**src/rtl/dg_pkg.sv**
```systemverilog
// Shared definitions for DG-series core blocks.
// Provides op encodings and modulo-pointer helpers for any depth.
package dg_pkg;

    // Stack operation encoding, formed as {pop, push}
    localparam logic [1:0] OP_NONE = 2'b00;
    localparam logic [1:0] OP_PUSH = 2'b01;
    localparam logic [1:0] OP_POP  = 2'b10;
    localparam logic [1:0] OP_REPL = 2'b11;

    // Increment with exact wrap at depth-1 -> 0 (depth need not be 2^n)
    function automatic int unsigned dg_mod_inc(
        input int unsigned ptr,
        input int unsigned depth
    );
        return (ptr >= depth - 1) ? 0 : ptr + 1;
    endfunction

    // Decrement with exact wrap at 0 -> depth-1
    function automatic int unsigned dg_mod_dec(
        input int unsigned ptr,
        input int unsigned depth
    );
        return (ptr == 0) ? depth - 1 : ptr - 1;
    endfunction

endpackage

```
**src/rtl/dg_return_stack.sv**
```systemverilog
// Return-address stack: circular buffer with level count, sticky
// ovf/udf flags, selectable overflow policy and a debug peek port.
// Ports: clk, rst_n (sync, active low), ena, push, pop, din, clr_err,
//        peek_idx -> tos, peek_data, level, empty, full, ovf, udf.
module dg_return_stack #(
    parameter  int WIDTH    = 10,
    parameter  int DEPTH    = 5,
    parameter  bit OVF_DROP = 1'b1,
    localparam int LVL_W    = $clog2(DEPTH + 1)
) (
    input  logic             clk,
    input  logic             rst_n,
    input  logic             ena,
    input  logic             push,
    input  logic             pop,
    input  logic [WIDTH-1:0] din,
    input  logic             clr_err,
    input  logic [LVL_W-1:0] peek_idx,
    output logic [WIDTH-1:0] tos,
    output logic [WIDTH-1:0] peek_data,
    output logic [LVL_W-1:0] level,
    output logic             empty,
    output logic             full,
    output logic             ovf,
    output logic             udf
);
    import dg_pkg::*;

    localparam int PTR_W = $clog2(DEPTH);
    localparam int SUM_W = LVL_W + 1;

    logic [WIDTH-1:0] mem [DEPTH];

    // wp is the next free slot; the top entry lives one below it
    logic [PTR_W-1:0] wp;
    logic [PTR_W-1:0] wp_n;
    logic [PTR_W-1:0] wp_inc;
    logic [PTR_W-1:0] top_ptr;
    logic [PTR_W-1:0] wr_addr;
    logic [PTR_W-1:0] pk_ptr;
    logic [SUM_W-1:0] pk_sum;
    logic [LVL_W-1:0] level_n;
    logic [1:0]       op;
    logic             wr_en;
    logic             ovf_set;
    logic             udf_set;
    logic             pk_hit;

    assign op      = {pop, push};
    assign wp_inc  = PTR_W'(dg_mod_inc(32'(wp), DEPTH));
    assign top_ptr = PTR_W'(dg_mod_dec(32'(wp), DEPTH));

    assign empty = (level == '0);
    assign full  = (level == LVL_W'(DEPTH));
    assign tos   = empty ? '0 : mem[top_ptr];

    // Peek slot = wp - 1 - k (mod DEPTH); biased by DEPTH so it never
    // goes negative while k < level <= DEPTH.
    assign pk_hit = (peek_idx < level);

    always_comb begin
        pk_sum = SUM_W'(wp) + SUM_W'(DEPTH - 1) - SUM_W'(peek_idx);
        pk_ptr = '0;
        if (pk_hit) begin
            if (pk_sum >= SUM_W'(DEPTH)) begin
                pk_ptr = PTR_W'(pk_sum - SUM_W'(DEPTH));
            end else begin
                pk_ptr = PTR_W'(pk_sum);
            end
        end
    end

    assign peek_data = pk_hit ? mem[pk_ptr] : '0;

    always_comb begin
        wr_en   = 1'b0;
        wr_addr = wp;
        wp_n    = wp;
        level_n = level;
        ovf_set = 1'b0;
        udf_set = 1'b0;
        if (rst_n && ena) begin
            case (op)
                OP_PUSH: begin
                    if (!full) begin
                        wr_en   = 1'b1;
                        wp_n    = wp_inc;
                        level_n = level + LVL_W'(1);
                    end else begin
                        ovf_set = 1'b1;
                        // When full, wp aliases the oldest slot
                        if (OVF_DROP) begin
                            wr_en = 1'b1;
                            wp_n  = wp_inc;
                        end
                    end
                end
                OP_POP: begin
                    if (!empty) begin
                        wp_n    = top_ptr;
                        level_n = level - LVL_W'(1);
                    end else begin
                        udf_set = 1'b1;
                    end
                end
                OP_REPL: begin
                    wr_en = 1'b1;
                    if (!empty) begin
                        wr_addr = top_ptr;
                    end else begin
                        wp_n    = wp_inc;
                        level_n = LVL_W'(1);
                    end
                end
                default: begin
                end
            endcase
        end
    end

    always_ff @(posedge clk) begin
        if (!rst_n) begin
            wp    <= '0;
            level <= '0;
            ovf   <= 1'b0;
            udf   <= 1'b0;
        end else if (ena) begin
            wp    <= wp_n;
            level <= level_n;
            ovf   <= ovf_set | (ovf & ~clr_err);
            udf   <= udf_set | (udf & ~clr_err);
        end
    end

    // Storage is not reset; level=0 masks stale contents
    always_ff @(posedge clk) begin
        if (wr_en) begin
            mem[wr_addr] <= din;
        end
    end

endmodule

```
**config.mk**
```make
export PLATFORM = sky130hd
export DESIGN_NAME = dg_return_stack
export DESIGN_NICKNAME = d
export VERILOG_FILES = /design/src/rtl/dg_pkg.sv /design/src/rtl/dg_return_stack.sv
export SDC_FILE = /design/constraint.sdc
export NUM_CORES = 1
export LEC_CHECK = 0
export ABC_AREA = 1
export CAP_MARGIN = 20
export CORE_ASPECT_RATIO = 0.9
export CORE_MARGIN = 5
export CORE_UTILIZATION = 35
export DETAILED_ROUTE_END_ITERATION = 6
export SLEW_MARGIN = 20
export SYNTH_ARGS = -nofsm -noshare
export SYNTH_HDL_FRONTEND = slang
export SYNTH_SLANG_ARGS = --single-unit
export TNS_END_PERCENT = 100
```
**constraint.sdc**
```tcl
create_clock -name clk -period 3.1 [get_ports clk]
set_clock_uncertainty 0.2 [all_clocks]
set_input_delay 0.62 -clock clk [delete_from_list [all_inputs] [get_ports clk]]
set_output_delay 0.62 -clock clk [all_outputs]
set_load 0.02 [all_outputs]
```
Yosys cells after proc, flatten, opt, wreduce, memory -nomap -nowiden
Memory sizes are Yosys's and may differ from the RTL's.
Index checks and enable logic that the tools add are counted.

operators by class
  add/sub/neg operators = 7
  magnitude comparators = 3
  equality and inequality tests = 7
  multiplexer cells = 25
  bitwise operators = 5
  reduce and logical (&&, ||, !) cells = 7

operator list
  cell                   count
  $mux W3                11
  $mux W10               2
  $pmux W3 S3            2
  $mux W1                10
  $add A3 B1 Y3 const B  2
  $logic_not A3 Y1       2
  $ne A2 B2 Y1 const B   3
  $reduce_and A6 Y1      1
  $sub A3 B1 Y3 const B  2
  $add A3 B3 Y4 const B  1
  $eq A2 B2 Y1 const B   2
  $ge A4 B3 Y1 const B   1
  $reduce_and A4 Y1      1
  $sub A4 B3 Y4          1
  $eq A3 B3 Y1 const B   1
  $ge A3 B3 Y1 const B   1
  $lt A3 B3 Y1           1
  $reduce_bool A3 Y1     1
  $sub A3 B3 Y3 const B  1
  $and A1 B1 Y1          2
  $eq A2 B1 Y1 const B   1
  $or A1 B1 Y1           2
  $reduce_or A2 Y1       1
  $logic_and A1 B1 Y1    1
  $not A1 Y1             1

storage, ports and cells
  bits in registers = 8
  bits in writable memories = 50
  output and inout bits = 27
  logic and storage cells = 59
  memories kept = 1

memory list
  memory  depth  bits a word  read ports  clocked after memory_dff  write ports  RTL line               text
  mem     5      10           2           0                         1            dg_return_stack.sv:32  logic [WIDTH-1:0] mem [DEPTH];

Logic depth before layout (Yosys ltp)
An unclocked memory read counts as a cell.

  word-level depth = 7
  depth in mapped cells = 17
  gate-level depth less buffers = 16

Worst setup path before layout
OpenSTA, ideal clock, no wires.

  kind = input port to output port
  from = input port peek_idx[1]
  to = output port peek_data[0]
  arrival = 2.655 ns
  path slack = -0.375 ns
  cell stages on the path = 9
  cell sequence = inv_1 > ha_1 > ha_1 > fa_1 > or2_2 > o21ai_0 > inv_1 > clkbuf_1 > a21oi_1

between the ends
  longest elaborated chain between the ends = 6

RTL lines
  what                                           RTL line                                      text
  start, declared                                dg_return_stack.sv:18                         input logic [LVL_W-1:0] peek_idx,
  $sub A4 B3 Y4                                  dg_return_stack.sv:62                         pk_sum = SUM_W'(wp) + SUM_W'(DEPTH - 1) - SUM_W'(peek_idx);
  $ge A4 B3 Y1 or $sub A3 B3 Y3 (tied branches)  dg_return_stack.sv:65, dg_return_stack.sv:66
  $mux W3                                        dg_return_stack.sv:65                         if (pk_sum >= SUM_W'(DEPTH)) begin
  $mux W3                                        dg_return_stack.sv:64                         if (pk_hit) begin
  $mem_v2 Z5 W10                                 -
  $mux W10 *                                     dg_return_stack.sv:73                         assign peek_data = pk_hit ? mem[pk_ptr] : '0;
  end, declared                                  dg_return_stack.sv:20                         output logic [WIDTH-1:0] peek_data,

Every way passes the cells marked *; elsewhere a longest branch is shown, timed or not.

Worst setup path after layout
  from = input port peek_idx[1]
  to = output port peek_data[1]

Same word-level chain as after synthesis.

==> impl_metrics.tcl <==
set metrics [dict create \
    cts_sinks 58 \
    cp-start-kind "input pin" \
    final_util_pct 56.7 \
    holdPathStages 1 \
    drc_errors 0 \
    rsz0062_at_grt "true" \
    dieArea_um2 11600 \
    finalNetCount 525 \
    grt_pass1_vias 3333 \
    post-route-period-util_pct 118 \
    wl_per_cell_um 17.5 \
    row_count 33 \
    dp_hpwl_mm 6.86 \
    required_ns 2.28 \
    power.total_mw 2.77 \
    drv_slew 0 \
    reg2reg_slack_ns 0.40 \
    worst-path-max-fanout 5 \
    via_per_inst 5.23 \
    synth_seq_cells 58 \
    setup_tns_ns -5.26 \
    die_h_um 103 \
    num_io_pins 46 \
    synth_most_common_cell "nand2_1" \
    place_area_um2 4630 \
    ctsLongestPathBuffers 2 \
    grt_pass1_wl_mm 17.2 \
    status "finished with violations" \
    instances_no_fill 618 \
    area_growth_pct 56.5 \
    regToRegStartpoint "wp[1]" \
    fin_area_um2 5240 \
    yosysTopAreaCell "edfxtp_1" \
    worstRegToRegCells 15 \
    track_usage_pct 19.3 \
    placement.io_buffers 45 \
    numCtsBuffers 9 \
    dieWidth_um 113 \
    regToRegEndpoint "mem[3][0]" \
    vdd_drop_max_mv 0.278 \
    maxSlewHeadroom_pct 74.7 \
    syn_nets 426 \
    synth_edf_count 50 \
    synth_cell_type_count 34 \
    antenna_left 0 \
    avgSynthCellArea_um2 8.53 \
    place_inst 587 \
    arrival_ns 2.83 \
    min_to "udf" \
    drt-initial-drc-count 212 \
    num_vias 3232 \
    diodes 0 \
    drive_gt1_share_pct 40.9 \
    synth_area_um2 3350 \
    h-tree-depth 3 \
    finalCriticalPeriod_ns 3.65 \
    violations "setup timing" \
    ys_seq_area_share_pct 49.6 \
    report.final.setup_viol 10 \
    tightestPinTransition_ns 0.378 \
    grt_max_degree 21 \
    synth_flop_cell "edfxtp_1" \
    hold_viol 0 \
    synthTopCellsByCount "110 x nand2_1, 75 x nand3_1, 50 x edfxtp_1, 25 x inv_1, 17 x o21ai_0" \
    ys_top_cells_by_area "edfxtp_1 45%, nand2_1 12%, nand3_1 11%" \
    path_class "in -> out" \
    core_area_um2 9250 \
    fmax_mhz 274 \
    start_util_pct 36.2 \
    drv_cap 0 \
    hp-class "reg -> reg" \
    drt_wl_total_mm 10.8 \
    fin_ws_ns -0.548 \
    root_buffer "clkbuf_8" \
    path_clk_slew_ns 0.06 \
    min_from "udf" \
    netlist.area_leader.share_pct 44.8 \
    cts_hold_buffers 0 \
    p_leak_nw 2.13 \
    gp_congestion 0.790 \
    ys_warn_count 0 \
    setup.worst_path.end_class "primary output" \
    async_reset_ff_share_pct 0 \
    grt-ovfl-total 0 \
    cts_tree "built" \
    syn_inst 393 \
    powerDensity_nw_per_um2 527 \
    antenna_found_initial 0 \
    drtPass1Iterations 5 \
    clk_latency_ns 0.33 \
]
[worst max-delay path, stage by stage]
cell and delay (ns):
buf_8 0.09, inv_8 0.03, ha_4 0.23, ha_4 0.16, fa_2 0.60, nand2_4 0.08, nand2_4 0.08, buf_6 0.10
nand2_4 0.06, a21boi_4 0.24, clkbuf_16 0.20, nand3_2 0.08, nand2_2 0.08, a21oi_4 0.05, buf_6 0.12
[per-stage QoR]
stage,hold WS (ns),worst slack (ns)
finish,0.303,-0.548
global route,0.324,-0.585
CTS,0.308,-0.485
detailed placement,0.292,-1.42
global placement,0.292,-1.38
floorplan,0.365,-0.0739
[sequential cells by signal, indices dropped and copies added, names as in the netlist]
| register | cells |
|---|---|
| mem | 50 |
| level | 3 |
| ovf | 1 |
| udf | 1 |
| wp | 3 |
[metal layers]
metal  GRT usage, %  wire length [um]
met5              0                 0
met4           9.80               301
met1           24.3              4590
met2           31.3              5130
met3           4.64               792
[timing repair]
action                                  CTS  global route
pin swaps                                24            33
buffers inserted                         11             1
gates cloned                              5             1
gates resized for setup                 140            46
endpoints found under the setup margin   20            20
[cells in the final DEF (no fill, tap or decap), types with 3 or more instances in the layout]
cell type	synthesis	layout
a21oi_1	14	4
a21oi_4	0	11
buf_12	0	7
buf_16	0	4
buf_2	6	8
buf_4	1	40
buf_6	0	17
clkbuf_2	0	3
clkbuf_8	0	9
clkdlybuf4s50_1	0	22
clkinv_2	0	4
dfxtp_1	8	6
edfxtp_1	50	50
ha_1	12	7
ha_4	0	4
inv_1	25	20
inv_2	9	12
nand2_1	110	84
nand2_2	4	22
nand2_4	0	9
nand3_1	75	55
nand3_2	0	15
nand3_4	1	6
nand4_1	10	10
nor2_1	10	9
nor2_4	2	3
o21ai_0	17	6
o21ai_1	7	6
o21ai_4	0	11
[final cells by class]
type                            count  area (um2)
Inverter                           36         153
Sequential cell                    58        1670
Multi-Input combinational cell    283        2040
Fill cell                         793        4010
Clock buffer                        9         124
Clock inverter                      6        35.0
Tap cell                          122         153
Timing Repair Buffer              104        1070
[where the power goes]
part           switching, mW  internal, mW
Sequential            0.0107         0.865
Clock                  0.303         0.279
Combinational          0.735         0.573
[worst max path at each step]
stage / startpoint / to / slack [ns] / depth (start not counted)
floorplan: peek_idx[1] / peek_data[0] / -0.07 / 13
global placement: peek_idx[1] / peek_data[9] / -1.38 / 14
detailed placement: peek_idx[1] / peek_data[0] / -1.42 / 15
CTS: peek_idx[1] / peek_data[5] / -0.48 / 14
global route: peek_idx[1] / peek_data[1] / -0.59 / 15
finish: peek_idx[1] / peek_data[1] / -0.55 / 15
[cell families (layout without fill, tap and decap cells)]
kind of cell	after synthesis	count (layout)	synth area share, %
and+or+nand+nor	220	221	29.9
DFF	58	58	49.6
buffers and inverters	53	155	6.42
AOI/OAI and AO/OA	47	47	8.18
adders and majority gates	14	14	5.68
xor gates and xnor gates	1	1	0.261
(Power assumes the default switching activity.)
